### config.mk
export PLATFORM = sky130hd
export DESIGN_NAME = uart_wb_bridge
export DESIGN_NICKNAME = d
export VERILOG_FILES = /design/src/rtl/uart_wb_bridge.sv
export SDC_FILE = /design/constraint.sdc
export NUM_CORES = 1
export LEC_CHECK = 0
export CAP_MARGIN = 15
export CORE_UTILIZATION = 40
export DETAILED_ROUTE_END_ITERATION = 6
export PLACE_DENSITY = 0.64
export SLEW_MARGIN = 20
export SYNTH_ARGS = -nofsm -noshare
export SYNTH_HDL_FRONTEND = slang
export SYNTH_SLANG_ARGS = --single-unit
### constraint.sdc
create_clock -name CLK_I -period 2.5 [get_ports CLK_I]
set_clock_uncertainty 0.2 [all_clocks]
set_input_delay 0.25 -clock CLK_I [delete_from_list [all_inputs] [get_ports CLK_I]]
set_output_delay 0.25 -clock CLK_I [all_outputs]
set_load 0.01 [all_outputs]
### src/rtl/uart_wb_bridge.sv
// UART byte-stream to Wishbone classic master bridge.
// Frames: 'W' addr[4] data[4] -> status; 'R' addr[4] -> status [+ data[4]].
module uart_wb_bridge #(
    parameter int WISHBONE_ADDR_WIDTH = 32,
    parameter int WISHBONE_BUS_WIDTH  = 32,
    parameter int TIMEOUT_CYCLES      = 255
) (
    input  logic                           CLK_I,
    input  logic                           RST_NI,
    input  logic [7:0]                     RX_DATA_I,
    input  logic                           RX_VALID_I,
    output logic [7:0]                     TX_DATA_O,
    output logic                           TX_VALID_O,
    input  logic                           TX_READY_I,
    output logic [WISHBONE_ADDR_WIDTH-1:0] WBM_ADR_O,
    output logic [WISHBONE_BUS_WIDTH-1:0]  WBM_DAT_O,
    input  logic [WISHBONE_BUS_WIDTH-1:0]  WBM_DAT_I,
    output logic                           WBM_WE_O,
    output logic [3:0]                     WBM_SEL_O,
    output logic                           WBM_CYC_O,
    output logic                           WBM_STB_O,
    input  logic                           WBM_ACK_I,
    input  logic                           WBM_ERR_I,
    output logic                           BUSY_O
);

    localparam int TOW = $clog2(TIMEOUT_CYCLES + 1);
    localparam logic [TOW-1:0] TO_LAST = TOW'(TIMEOUT_CYCLES - 1);

    localparam logic [7:0] CH_W = 8'h57;
    localparam logic [7:0] CH_R = 8'h52;
    localparam logic [7:0] CH_Q = 8'h3F;
    localparam logic [7:0] CH_K = 8'h4B;
    localparam logic [7:0] CH_E = 8'h45;

    typedef enum logic [2:0] {
        S_IDLE,
        S_RX_ADDR,
        S_RX_DATA,
        S_BUS,
        S_TX_STATUS,
        S_TX_RDATA
    } state_t;

    state_t                        state_q, state_d;
    logic                          we_q, we_d;
    logic [1:0]                    cnt_q, cnt_d;
    logic [31:0]                   addr_q, addr_d;
    logic [WISHBONE_BUS_WIDTH-1:0] wdata_q, wdata_d;
    logic [WISHBONE_BUS_WIDTH-1:0] rdata_q, rdata_d;
    logic [7:0]                    status_q, status_d;
    logic [TOW-1:0]                to_q, to_d;

    always_ff @(posedge CLK_I) begin
        if (!RST_NI) begin
            state_q  <= S_IDLE;
            we_q     <= 1'b0;
            cnt_q    <= '0;
            addr_q   <= '0;
            wdata_q  <= '0;
            rdata_q  <= '0;
            status_q <= '0;
            to_q     <= '0;
        end else begin
            state_q  <= state_d;
            we_q     <= we_d;
            cnt_q    <= cnt_d;
            addr_q   <= addr_d;
            wdata_q  <= wdata_d;
            rdata_q  <= rdata_d;
            status_q <= status_d;
            to_q     <= to_d;
        end
    end

    always_comb begin
        state_d  = state_q;
        we_d     = we_q;
        cnt_d    = cnt_q;
        addr_d   = addr_q;
        wdata_d  = wdata_q;
        rdata_d  = rdata_q;
        status_d = status_q;
        to_d     = to_q;
        unique case (state_q)
            S_IDLE: begin
                if (RX_VALID_I) begin
                    cnt_d = '0;
                    if (RX_DATA_I == CH_W) begin
                        we_d    = 1'b1;
                        state_d = S_RX_ADDR;
                    end else if (RX_DATA_I == CH_R) begin
                        we_d    = 1'b0;
                        state_d = S_RX_ADDR;
                    end else begin
                        status_d = CH_Q;
                        state_d  = S_TX_STATUS;
                    end
                end
            end
            S_RX_ADDR: begin
                if (RX_VALID_I) begin
                    addr_d = {addr_q[23:0], RX_DATA_I};
                    cnt_d  = cnt_q + 2'd1;
                    if (cnt_q == 2'd3) begin
                        state_d = we_q ? S_RX_DATA : S_BUS;
                    end
                end
            end
            S_RX_DATA: begin
                if (RX_VALID_I) begin
                    wdata_d = {wdata_q[23:0], RX_DATA_I};
                    cnt_d   = cnt_q + 2'd1;
                    if (cnt_q == 2'd3) begin
                        state_d = S_BUS;
                    end
                end
            end
            S_BUS: begin
                // Termination wins over a timeout landing in the same cycle.
                if (WBM_ACK_I || WBM_ERR_I) begin
                    status_d = (WBM_ACK_I && !WBM_ERR_I) ? CH_K : CH_E;
                    if (WBM_ACK_I && !we_q) begin
                        rdata_d = WBM_DAT_I;
                    end
                    to_d    = '0;
                    state_d = S_TX_STATUS;
                end else if (to_q == TO_LAST) begin
                    status_d = CH_E;
                    to_d     = '0;
                    state_d  = S_TX_STATUS;
                end else begin
                    to_d = to_q + 1'b1;
                end
            end
            S_TX_STATUS: begin
                if (TX_READY_I) begin
                    cnt_d = '0;
                    if (!we_q && status_q == CH_K) begin
                        state_d = S_TX_RDATA;
                    end else begin
                        state_d = S_IDLE;
                    end
                end
            end
            S_TX_RDATA: begin
                if (TX_READY_I) begin
                    cnt_d = cnt_q + 2'd1;
                    if (cnt_q == 2'd3) begin
                        state_d = S_IDLE;
                    end
                end
            end
            default: state_d = S_IDLE;
        endcase
    end

    always_comb begin
        TX_VALID_O = 1'b0;
        TX_DATA_O  = 8'h00;
        WBM_CYC_O  = 1'b0;
        WBM_STB_O  = 1'b0;
        WBM_WE_O   = 1'b0;
        WBM_SEL_O  = 4'h0;
        BUSY_O     = (state_q != S_IDLE);
        unique case (state_q)
            S_BUS: begin
                WBM_CYC_O = 1'b1;
                WBM_STB_O = 1'b1;
                WBM_WE_O  = we_q;
                WBM_SEL_O = 4'hF;
            end
            S_TX_STATUS: begin
                TX_VALID_O = 1'b1;
                TX_DATA_O  = status_q;
            end
            S_TX_RDATA: begin
                TX_VALID_O = 1'b1;
                unique case (cnt_q)
                    2'd0:    TX_DATA_O = rdata_q[31:24];
                    2'd1:    TX_DATA_O = rdata_q[23:16];
                    2'd2:    TX_DATA_O = rdata_q[15:8];
                    default: TX_DATA_O = rdata_q[7:0];
                endcase
            end
            default: ;
        endcase
    end

    assign WBM_DAT_O = wdata_q;

    if (WISHBONE_ADDR_WIDTH <= 32) begin : g_adr_narrow
        assign WBM_ADR_O = addr_q[WISHBONE_ADDR_WIDTH-1:0];
    end else begin : g_adr_wide
        assign WBM_ADR_O = {{(WISHBONE_ADDR_WIDTH-32){1'b0}}, addr_q};
    end

endmodule
==> run summary <==
status: complete, but fails checks
failing checks: DRC
clock-pin slew on the worst setup and hold paths: 50 ps
root buf cell: clkbuf_16
setup TNS: 0 ps
final setup vio count: 0
crit end category: output port
Area contributors post-synth: dfxtp_1 (48%), nand2_1 (17%), a21oi_1 (11%)
worst slack, placed: 44.99 ps
min cycle time layout: 2419 ps
Routed Antenna Nets: 0
Ys Warns: 0
kind of critical path: reg -> out
Worst setup SP type: flip-flop
H-Tree Depth: 4
Mapped Area: 4765 um2
Post-CTS Hold Buffers: 0
max_cap viols: 0
synthesized instance count: 606
share of cells above drive strength 1: 9.078%
number of diodes: 0
Tot GR Track Use: 21.66%
LEAKAGE: 2.289 nW
RSZ-0062 raised after global routing: yes
Tot Pwr: 5.251 mW
Clock Path Buffers: 2
Post-synth EDFFs: 0
num ports: 127
largest net degree at the start of global routing: 41
most common cell in the netlist: nand2_1
vias in the first global route: 4181
Sw Share: 27.38%
hold_ws: 180.1 ps
worst relative slew slack: 69.70%
CTS tree: done
clk sinks: 115
Max VDD drop: 0.0008821 V
Switch Pwr: 1.438 mW
synthesized area per cell: 7.862 um2
clock power share: 43.5%
Pwr Density: 786.6 nW/um2
Port-buffer cells: 126
Setup WS post-layout: 80.94 ps
Routed Wire Length: 12.99 mm
Arrival @ worst endpoint: 1970 ps
Final Hold Fails: 0
HP Class: in -> reg
Critical-path top delay cell: dfxtp_4
Post-CTS Setup Bufs: 0
Vias: 4499
Critical Path RT: 2050 ps
Post-Place Cells: 839
First-pass DRT Iterations: 7
fmax: 0.4134 GHz
Syn Nets: 658
number of synthesized register bits: 115
Initial DRC Count: 397
sequential power share: 38.7%
Int Pwr: 3.814 mW
DR WL/cell: 14.93 um
ys flop type: dfxtp_1
Synth area leader: dfxtp_1
Starting Density: 41.37%
Via density: 5.171
peak per-stage delay on the critical path: 370 ps
Worst-Margin Slew: 451.8 ps
Core Region: 11520 um2
ys async rst share: 0%
Synth cell types: 52
die height: 111.1 um
clock latency on the worst-skew pair: 420 ps
post-DP HPWL: 8.814 mm
share of the synthesized area in the top cell type: 48.32%
global-route wire length before repair: 21.11 mm
total congestion overflow: 0
GPL Wtd Cong: 0.8872
CP max FO: 8
Seq/Total Area, Yosys: 48.32%
fin cells: 870
DRC: 16
fin nets: 767
top post-synthesis cells by count: nand2_1 (215), dfxtp_1 (115), a21oi_1 (105)
max-slew violation count: 0
logic gate share of total power: 17.7%
Die W: 111.1 um
fin crit share: 96.76%
Die Area: 12350 um2
row count: 39
Area Growth Syn to Fin: 40.13%
CP Cell Sequence: inv_2 -> ha_4 -> a222oi_1 -> o21ai_1 -> mux2i_1 -> nor2_1 -> clkdlybuf4s15_1
initial antenna violation count: 0
Num CTS Buffers: 17
sequential cells by signal, indices dropped and copies added, names as in the netlist:
name / count
WBM_ADR_O: 32
WBM_DAT_O: 32
rdata_q: 32
to_q: 8
status_q: 5
state_q: 3
cnt_q: 2
we_q: 1
power by group through the flow:
stage | logic (mW) | registers, mW | clock network [mW]
2_1_floorplan | 0.609 | 2.01 | 0
3_3_place_gp | 0.911 | 2.05 | 0
3_5_place_dp | 0.924 | 2.06 | 0
4_1_cts | 0.918 | 2.02 | 2.33
5_1_grt | 1.02 | 2.04 | 2.41
6_report | 0.932 | 2.03 | 2.29
through the flow:
stage | utilization, % | area (um2)
2_1_floorplan | - | 4765
3_3_place_gp | 52.94 | 6097
3_5_place_dp | 52.94 | 6097
4_1_cts | 57.81 | 6658
5_1_grt | 57.97 | 6676
6_report | 57.97 | 6676
layout by cell type (no fill, tap or decap), types with 3 or more instances in the layout:
cell and count:
buf_4 9, nand2_1 215, clkdlybuf4s50_1 118, nand3_1 6
o21ai_1 7, nor3_1 5, nand2b_1 8, mux2i_1 5
dfxtp_2 4, inv_1 5, nand4_1 3, a21oi_1 105
a31oi_1 5, o211a_1 4, dfxtp_1 110, a211oi_1 3
o21ai_0 4, nor2_1 11, clkinv_2 9, a222oi_1 8
dlygate4sd2_1 3, and2_1 3, clkbuf_2 3, clkbuf_16 17
cells by family (layout without fill, tap and decap cells):
logic type	count (synthesis)	after routing	share of synthesized area, %
xor gates and xnor gates	2	2	0.3677
and+or+nand+nor	268	268	23.84
muxes	5	5	1.050
buffers and inverters	56	177	5.383
AOI/OAI and AO/OA	154	154	19.46
DFF	115	115	48.32
adders and majority gates	6	6	1.576
metal layers:
| layer | part of all wire, % | GRT usage (%) | wire, um | vias up |
|---|---|---|---|---|
| met3 | 7.6 | 7.654 | 981 | 18 |
| met5 | 0 | 0 | 0 | - |
| met4 | 1.3 | 9.459 | 163 | 0 |
| met2 | 46 | 33.04 | 5945 | 125 |
| li1 | - | - | - | 2266 |
| met1 | 45 | 27.55 | 5897 | 2090 |
layout make-up:
type                    count  area (um2)
flip-flops and latches    115        2311
well taps                 143       178.9
multi-input cells         435        2241
fillers                  1089        4840
clock buffers              19       442.9
clock inverters            12       115.1
inverters                   9       37.54
repair buffers            137        1350
what timing repair did:
action                                  4_1_cts  5_1_grt
cloned                                        0        0
hold endpoints to repair                      0        0
resized for setup                            14       17
endpoints found under the setup margin        9        9
pin swaps                                     7        9
critical path, delay by kind of cell, from the launching register on:
kind | cells | cell delay, ps
adders and majority gates | 1 | 190
buffers and inverters | 2 | 310
muxes | 1 | 150
DFF | 1 | 370
and+or+nand+nor | 1 | 50
AOI/OAI and AO/OA | 2 | 470
path summary, 6_finish.rpt:
path | startpoint | endpoint | slack [ps] | cells after the start
max reg2reg | cnt_q[0]$_SDFFE_PN0P_ | state_q[2]$_SDFFE_PN0P_ | 520 | 5
min | WBM_DAT_I[6] | rdata_q[6]$_SDFFE_PN0P_ | 180 | 3
max | cnt_q[0]$_SDFFE_PN0P_ | TX_DATA_O[0] | 80 | 7
min reg2reg | WBM_ADR_O[25]$_SDFFE_PN0P_ | WBM_ADR_O[25]$_SDFFE_PN0P_ | 250 | 2
Note: power is estimated with default switching activity, not from simulation.
